==> config.mk <==
export PLATFORM = sky130hd
export DESIGN_NAME = imem_dmem_arbiter
export DESIGN_NICKNAME = d
export VERILOG_FILES = /design/src/rtl/imem_dmem_arbiter_pkg.sv /design/src/rtl/imem_dmem_arbiter_lane_steer.sv /design/src/rtl/imem_dmem_arbiter.sv
export SDC_FILE = /design/constraint.sdc
export NUM_CORES = 1
export LEC_CHECK = 0
export BUFFER_PORTS_ARGS = -buffer_cell sky130_fd_sc_hd__clkbuf_2
export CAP_MARGIN = 20
export CORE_AREA = 5 5 144 146
export CTS_CLUSTER_DIAMETER = 50
export DETAILED_ROUTE_END_ITERATION = 10
export DIE_AREA = 0 0 149 151
export PLACE_DENSITY = 0.39
export SLEW_MARGIN = 20
export SYNTH_ARGS = -nofsm -noshare
export SYNTH_HDL_FRONTEND = slang
export SYNTH_SLANG_ARGS = --single-unit
==> constraint.sdc <==
create_clock -name clk -period 3.4 [get_ports clk]
set_input_delay 0.51 -clock clk [delete_from_list [all_inputs] [get_ports clk]]
set_output_delay 0.51 -clock clk [all_outputs]
set_load 0.05 [all_outputs]
==> src/rtl/imem_dmem_arbiter_pkg.sv <==
// Shared widths, owner encodings and address helpers for the fetch/data memory arbiter.
package imem_dmem_arbiter_pkg;

   localparam int XLEN      = 32;
   localparam int BUS_WID   = 64;
   localparam int BUS_LEN   = BUS_WID / XLEN;
   localparam int BUS_BYTES = BUS_WID / 8;
   localparam int OFS_W     = $clog2(BUS_BYTES);
   localparam int LANE_W    = (BUS_LEN > 1) ? $clog2(BUS_LEN) : 1;

   // Clears the byte offset within one bus beat.
   localparam logic [XLEN-1:0] BUS_ALIGN = ~XLEN'(BUS_BYTES - 1);

   typedef enum logic [1:0] {
      OWN_IDLE = 2'd0,
      OWN_INST = 2'd1,
      OWN_DATA = 2'd2
   } owner_t;

endpackage

==> src/rtl/imem_dmem_arbiter_lane_steer.sv <==
// Moves XLEN data words onto and off the wide memory bus: write replication,
// byte-enable placement at the addressed word, and read-word extraction.
module arb_lane_steer #(
   parameter  int XLEN    = 32,
   parameter  int BUS_WID = 64,
   localparam int BUS_LEN = BUS_WID / XLEN,
   localparam int LANE_W  = (BUS_LEN > 1) ? $clog2(BUS_LEN) : 1
) (
   input  logic [XLEN-1:0]      wdata,
   input  logic [XLEN/8-1:0]    be,
   input  logic [LANE_W-1:0]    wr_lane,
   input  logic [BUS_WID-1:0]   rdata_bus,
   input  logic [LANE_W-1:0]    rd_lane,
   output logic [BUS_WID-1:0]   wdata_bus,
   output logic [BUS_WID/8-1:0] be_bus,
   output logic [XLEN-1:0]      rdata_word
);

   for (genvar gi = 0; gi < BUS_LEN; gi++) begin : g_lane
      assign wdata_bus[gi*XLEN +: XLEN]     = wdata;
      assign be_bus[gi*(XLEN/8) +: XLEN/8] = (wr_lane == LANE_W'(gi)) ? be : '0;
   end

   assign rdata_word = rdata_bus[rd_lane*XLEN +: XLEN];

endmodule

==> src/rtl/imem_dmem_arbiter.sv <==
// Shares one memory port between instruction fetch and load/store with data
// priority, a fetch starvation guard and a single outstanding transaction.
module imem_dmem_arbiter
   import imem_dmem_arbiter_pkg::*;
#(
   parameter int STARVE_MAX = 2
) (
   input  logic                 clk,
   input  logic                 rst,
   input  logic                 imem_req,
   input  logic [XLEN-1:0]      imem_addr,
   output logic                 imem_gnt,
   input  logic                 imem_kill,
   output logic [BUS_WID-1:0]   imem_rdata,
   output logic                 imem_resp,
   input  logic                 dmem_req,
   input  logic                 dmem_we,
   input  logic [XLEN-1:0]      dmem_addr,
   input  logic [XLEN-1:0]      dmem_wdata,
   input  logic [XLEN/8-1:0]    dmem_be,
   output logic                 dmem_gnt,
   output logic [XLEN-1:0]      dmem_rdata,
   output logic                 dmem_resp,
   output logic                 mem_req,
   output logic                 mem_we,
   output logic [XLEN-1:0]      mem_addr,
   output logic [BUS_WID-1:0]   mem_wdata,
   output logic [BUS_BYTES-1:0] mem_be,
   input  logic [BUS_WID-1:0]   mem_rdata,
   input  logic                 mem_resp
);

   localparam int CNT_W = $clog2(STARVE_MAX + 1);

   owner_t            owner_reg, owner_next;
   logic [LANE_W-1:0] lane_reg, lane_next;
   logic              drop_reg, drop_next;
   logic [CNT_W-1:0]  starve_reg, starve_next;

   logic                 can_issue;
   logic                 starved;
   logic [LANE_W-1:0]    req_lane;
   logic [BUS_WID-1:0]   wdata_bus;
   logic [BUS_BYTES-1:0] be_bus;
   logic [XLEN-1:0]      rdata_word;

   arb_lane_steer #(
      .XLEN    (XLEN),
      .BUS_WID (BUS_WID)
   ) u_steer (
      .wdata      (dmem_wdata),
      .be         (dmem_be),
      .wr_lane    (req_lane),
      .rdata_bus  (mem_rdata),
      .rd_lane    (lane_reg),
      .wdata_bus  (wdata_bus),
      .be_bus     (be_bus),
      .rdata_word (rdata_word)
   );

   assign req_lane  = dmem_addr[OFS_W-1:2];
   // Gating with rst keeps the combinational grants quiet while reset is held.
   assign can_issue = rst & ((owner_reg == OWN_IDLE) | mem_resp);
   assign starved   = imem_req & (starve_reg == CNT_W'(STARVE_MAX));
   assign dmem_gnt  = can_issue & dmem_req & ~starved;
   assign imem_gnt  = can_issue & imem_req & ~dmem_gnt;

   assign mem_req   = imem_gnt | dmem_gnt;
   assign mem_we    = dmem_gnt & dmem_we;
   assign mem_addr  = dmem_gnt ? (dmem_addr & BUS_ALIGN) :
                      imem_gnt ? (imem_addr & BUS_ALIGN) : '0;
   assign mem_wdata = dmem_gnt ? wdata_bus : '0;
   assign mem_be    = dmem_gnt ? be_bus : (imem_gnt ? '1 : '0);

   assign imem_resp  = mem_resp & (owner_reg == OWN_INST) & ~drop_reg & ~imem_kill;
   assign imem_rdata = (owner_reg == OWN_INST) ? mem_rdata : '0;
   assign dmem_resp  = mem_resp & (owner_reg == OWN_DATA);
   assign dmem_rdata = (owner_reg == OWN_DATA) ? rdata_word : '0;

   always_ff @(posedge clk or negedge rst) begin
      if (!rst) begin
         owner_reg  <= OWN_IDLE;
         lane_reg   <= '0;
         drop_reg   <= 1'b0;
         starve_reg <= '0;
      end else begin
         owner_reg  <= owner_next;
         lane_reg   <= lane_next;
         drop_reg   <= drop_next;
         starve_reg <= starve_next;
      end
   end

   always_comb begin
      owner_next  = owner_reg;
      lane_next   = lane_reg;
      drop_next   = drop_reg;
      starve_next = starve_reg;

      if (dmem_gnt) begin
         owner_next = OWN_DATA;
         lane_next  = req_lane;
      end else if (imem_gnt) begin
         owner_next = OWN_INST;
      end else if (mem_resp) begin
         owner_next = OWN_IDLE;
      end

      // A kill coinciding with the fetch response suppresses it directly instead.
      if (owner_reg == OWN_INST) begin
         if (mem_resp)
            drop_next = 1'b0;
         else if (imem_kill)
            drop_next = 1'b1;
      end

      if (dmem_gnt & imem_req) begin
         if (starve_reg != CNT_W'(STARVE_MAX))
            starve_next = starve_reg + 1'b1;
      end else if (imem_gnt | ~imem_req) begin
         starve_next = '0;
      end
   end

   a_orphan_resp: assert property (@(posedge clk) disable iff (!rst)
      !(mem_resp && owner_reg == OWN_IDLE))
      else $warning("mem_resp with no outstanding transaction ignored");

endmodule

# Word level (Yosys, flattened, before mapping)

Cells that the tools add are included.

Input bits: 171
Logic and storage cells: 54
Output and inout bits: 206
Bits in registers: 6

Bitwise logic cells: 20
Reductions and logical operators: 6
Shift-type cells: 1
$add $sub $neg: 1
Equal/unequal tests: 5
Muxes and demuxes: 17

Operator list:

| kind                                                                    | count |
|---|---|
| 64-bit 2-to-1 mux                                                       | 2 |
| 32-bit 2-to-1 mux                                                       | 3 |
| 64-bit by 7-bit indexed part select with 32-bit output                  | 1 |
| 8-bit 2-to-1 mux                                                        | 2 |
| 1-bit AND                                                               | 12 |
| 2-bit 2-to-1 mux                                                        | 6 |
| 4-bit 2-to-1 mux                                                        | 2 |
| 1-bit inverter                                                          | 5 |
| 2-bit equality test, second input constant                              | 2 |
| 2-bit AND reduction                                                     | 2 |
| 2-bit nonzero test                                                      | 2 |
| 1-bit OR                                                                | 3 |
| 3-bit nonzero test                                                      | 1 |
| 2-bit by 1-bit adder with 2-bit output, second input constant           | 1 |
| 2-bit by 1-bit equality test with 1-bit output, second input constant   | 1 |
| 2-bit zero test                                                         | 1 |
| 1-bit 2-to-1 mux                                                        | 2 |
| 2-bit by 1-bit inequality test with 1-bit output, second input constant | 1 |
| 2-bit inequality test, second input constant                            | 1 |

# Depth between registers and ports, before layout

Depth in word-level cells: 10
Gate-level depth with buffers: 8
Gate-level depth less buffers: 5

# Hierarchy

Synthesis repeated with hierarchy kept, for this count alone.

Cells, all modules: 415
Area, all modules: 3065.4 µm²

Modules (own cells, without submodules):

| module            | cells each | instances | area each (µm²) | seq. area each (µm²) |
|---|---|---|---|---|
| imem_dmem_arbiter | 307        | 1         | 1990.7          | 150.1 |
| arb_lane_steer    | 108        | 1         | 1074.8          | 0.0 |

# Least setup slack after synthesis

Ideal clock, no wire load.

Path kind: input-to-output
Start: input port imem_req
End: output port mem_wdata[56]
Data arrival time: 2007 ps
Stages on the path: 7
Slack: 883 ps
Buffers on the path: 4
Data required time: 2890 ps
Path through: buf_4 > a21boi_2 > and3_1 > buf_6 > buf_6 > and2_1 > buf_4

Word-level cells in the longest chain between the ends: 4

Ends and longest elaborated chain:

| element            | line                    | text |
|---|---|---|
| start: declaration | imem_dmem_arbiter.sv:10 | `input logic imem_req,` |
| 1-bit AND          | imem_dmem_arbiter.sv:64 | `assign starved = imem_req & (starve_reg == CNT_W'(STARVE_MAX));` |
| 1-bit inverter     | imem_dmem_arbiter.sv:65 | `assign dmem_gnt = can_issue & dmem_req & ~starved;` |
| 1-bit AND          | imem_dmem_arbiter.sv:65 |  |
| named net dmem_gnt | imem_dmem_arbiter.sv:21 | `output logic dmem_gnt,` |
| 64-bit 2-to-1 mux  | imem_dmem_arbiter.sv:72 | `assign mem_wdata = dmem_gnt ? wdata_bus : '0;` |
| end: declaration   | imem_dmem_arbiter.sv:27 | `output logic [BUS_WID-1:0] mem_wdata,` |

The timed path passes the listed nets, and every way through them passes these cells.

# Worst setup path after layout

Start: register starve_reg[0]
End: output port mem_addr[18]

Word-level cells in the longest chain between the ends: 8

Ends and longest elaborated chain:

| element                  | line                    | text |
|---|---|---|
| start: declaration       | imem_dmem_arbiter.sv:38 | `logic [CNT_W-1:0] starve_reg, starve_next;` |
| start signal: assignment | imem_dmem_arbiter.sv:90 | `starve_reg <= starve_next;` |
| 2-bit equality test (*)  | imem_dmem_arbiter.sv:64 |  |
| 1-bit AND (*)            | imem_dmem_arbiter.sv:64 |  |
| 1-bit inverter (*)       | imem_dmem_arbiter.sv:65 |  |
| 1-bit AND (*)            | imem_dmem_arbiter.sv:65 |  |
| 1-bit inverter           | imem_dmem_arbiter.sv:66 | `assign imem_gnt = can_issue & imem_req & ~dmem_gnt;` |
| 1-bit AND                | imem_dmem_arbiter.sv:66 |  |
| 32-bit 2-to-1 mux        | imem_dmem_arbiter.sv:71 | `imem_gnt ? (imem_addr & BUS_ALIGN) : '0;` |
| 32-bit 2-to-1 mux (*)    | imem_dmem_arbiter.sv:70 | `assign mem_addr = dmem_gnt ? (dmem_addr & BUS_ALIGN) :` |
| end: declaration         | imem_dmem_arbiter.sv:26 | `output logic [XLEN-1:0] mem_addr,` |

Mark *: on every way between the ends. The rest lies on a longest branch, timed or not.

==> flow_summary.toml <==
[clocking]
cts_buffers = 3
cts.reportedPaths.clkPinSlew_ns = 0.04
cts_hold_buf = 0
clock_latency_ns = 0.23
post_cts_resize_count = 0
post_cts_buffers = 0
clock_sinks = 6
cts_buffer_depth = 2
htreeDepth = 1
cts_tree = "yes"
root_buffer = "clkbuf_16"

[floorplan]
die_w_um = 149
die-area_um2 = 22500
rows = 51
die_y_um = 151
start_util_pct = 11.9
core_area_um2 = 19300
ioPinCount = 377

[synthesis]
async_reset_ff_share_pct = 100
yosysTopAreaCell = "and2_1"
synth_ff_type = "dfrtp_1"
synth_edf_count = 0
ys_seq_area_share_pct = 6.56
synth_top_area_share_pct = 26.5
avgSynthCellArea_um2 = 6.73
syn_area_um2 = 2290
netlist_instances = 340
synth.distinct_cells = 26
ys_warn_count = 0
synth_area_leaders = "and2_1 (27%), mux2i_1 (15%), buf_4 (12%)"
ys_seq_elements = 6

[placement]
dp.cells = 916
hpwl_um = 11300
place_congestion = 0.769
dpl-instance-area_um2 = 4520
port_buffers = 368

[timing]
hold_viol = 0
max_slew.worst_pin.slew_ns = 0.734
setup_viol = 0
max_freq_ghz = 0.359
min_period_over_period_pct = 81.8
slew_viol_final = 0
rsz0062_at_grt = "no"
skew_ns = 0.00472
max_slew_margin_pct = 51.1
period_minus_slack_ns = 2.78
timing.setup.tns_ns = 0

[route]
viasPerCell = 3.75
drt_drc_violations_left = 0
dr.pass1.iters = 4
vias = 3449
wirelength_um = 13200
antenna_left = 0
drt_iter0_markers = 80
wl_per_cell_um = 14.3

[global_routing]
grt_pass1_wl_um = 18400
antenna_found_initial = 0
grt_remaining_overflow = 0
grt_max_degree = 68
grt_pass1_vias = 3307
grtUsageTotal_pct = 10.1

[final_layout]
layout.cells.non_filler = 920
fin_area_um2 = 4600
num_antenna_cells = 0
final_common_cell = "clkbuf_2"
layout-drive-gt1-share_pct = 58.6
fill_cells = 2190
syn_to_final_growth_pct = 101
nets = 828
final_cell_mix = "clkbuf_2 (340), and2_1 (97), nor2_1 (66)"

[worst_setup_path]
cp_max_fo = 17
startpoint_type = "flop"
path_class = "reg -> out"
reg2reg_from = "starve_reg[0]$_DFFE_PN0P_"
r2r_cells = 6
critPathRequiredTime_ns = 2.89
rr_endpoint = "starve_reg[1]$_DFFE_PN0P_"
cp_data_arrival_time_ns = 2.27
rrSetupSlack_ns = 1.42
cp-end-kind = "output pin"

[worst_hold_path]
hold_class = "in -> async"

[job]
cap_violations = 0

[power]
p_leak_nw = 2.61
p_per_area_nw_per_um2 = 321
peakVddDrop_mv = 0.131

[status]
status = "complete, no violations"
## power by group
group / switching (mW) / internal [mW]
clock network: 0.0453 / 0.156
registers: 0.0363 / 0.0824
logic: 0.810 / 0.344
## metrics by stage
step	setup slack [ns]	utilization (%)	hold WS, ns	power [mW]
2_1_floorplan	0.883	-	0.214	0.951
6_report	0.617	23.8	0.117	1.47
3_3_place_gp	0.809	23.4	0.364	1.29
3_5_place_dp	0.855	23.4	0.368	1.28
5_1_grt	0.420	23.8	0.135	1.55
4_1_cts	0.600	23.8	0.123	1.49
## logic make-up (layout without fill, tap and decap cells)
kind of cell	Yosys count	in the layout	share of synthesized area, %
buf+inv	71	384	20.0
other cells	1	3	0.164
fa+ha+maj	1	1	0.546
compound gates	43	43	14.8
simple gates	183	183	42.4
mux	35	35	15.5
flops	6	6	6.56
## synth_stat cells, types with 5 or more instances
library cell and number:
and2_1 97, nor2_1 66, buf_4 37, mux2i_1 34, a32oi_1 30, clkbuf_1 14, buf_2 12, a21oi_1 10
dfrtp_1 6, buf_6 5, nand2_1 5, nand3b_1 5
## critical path: stages, from the launching register on
cell      delay [ns]
dfrtp_1         0.37
inv_1           0.08
ha_1            0.19
nand2b_1        0.53
buf_4           0.33
a32oi_1         0.12
nor2_1          0.12
clkbuf_2        0.29
## how the worst max path moves through the flow
stage	startpoint	endpoint	slack, ns	cells past startpoint
2_1_floorplan	imem_req	mem_wdata[56]	0.88	7
3_3_place_gp	starve_reg[0]$_DFFE_PN0P_	mem_be[3]	0.81	6
3_5_place_dp	mem_resp	mem_wdata[29]	0.86	6
4_1_cts	starve_reg[0]$_DFFE_PN0P_	mem_addr[18]	0.60	7
5_1_grt	starve_reg[0]$_DFFE_PN0P_	mem_be[0]	0.42	6
6_report	starve_reg[0]$_DFFE_PN0P_	mem_addr[18]	0.62	7
## layer usage
layer | wire length, µm | global-route usage [%] | up-vias
met5 | 0 | 0 | -
met4 | 85 | 1.51 | 0
met3 | 1270 | 2.00 | 7
met2 | 6990 | 19.6 | 182
met1 | 4830 | 11.6 | 1513
li1 | - | - | 1747
## area by class of cell
cell class / instances / area (µm²) / share of cell area [%]
multi-input cells: 265 / 1690 / 36.8
flip-flops and latches: 6 / 151 / 3.29
inverters: 2 / 7.51 / 0.163
repair buffers: 378 / 2340 / 50.9
well taps: 265 / 332 / 7.21
clock buffers: 4 / 78.8 / 1.72
Note: power is estimated with default switching activity, not from simulation.
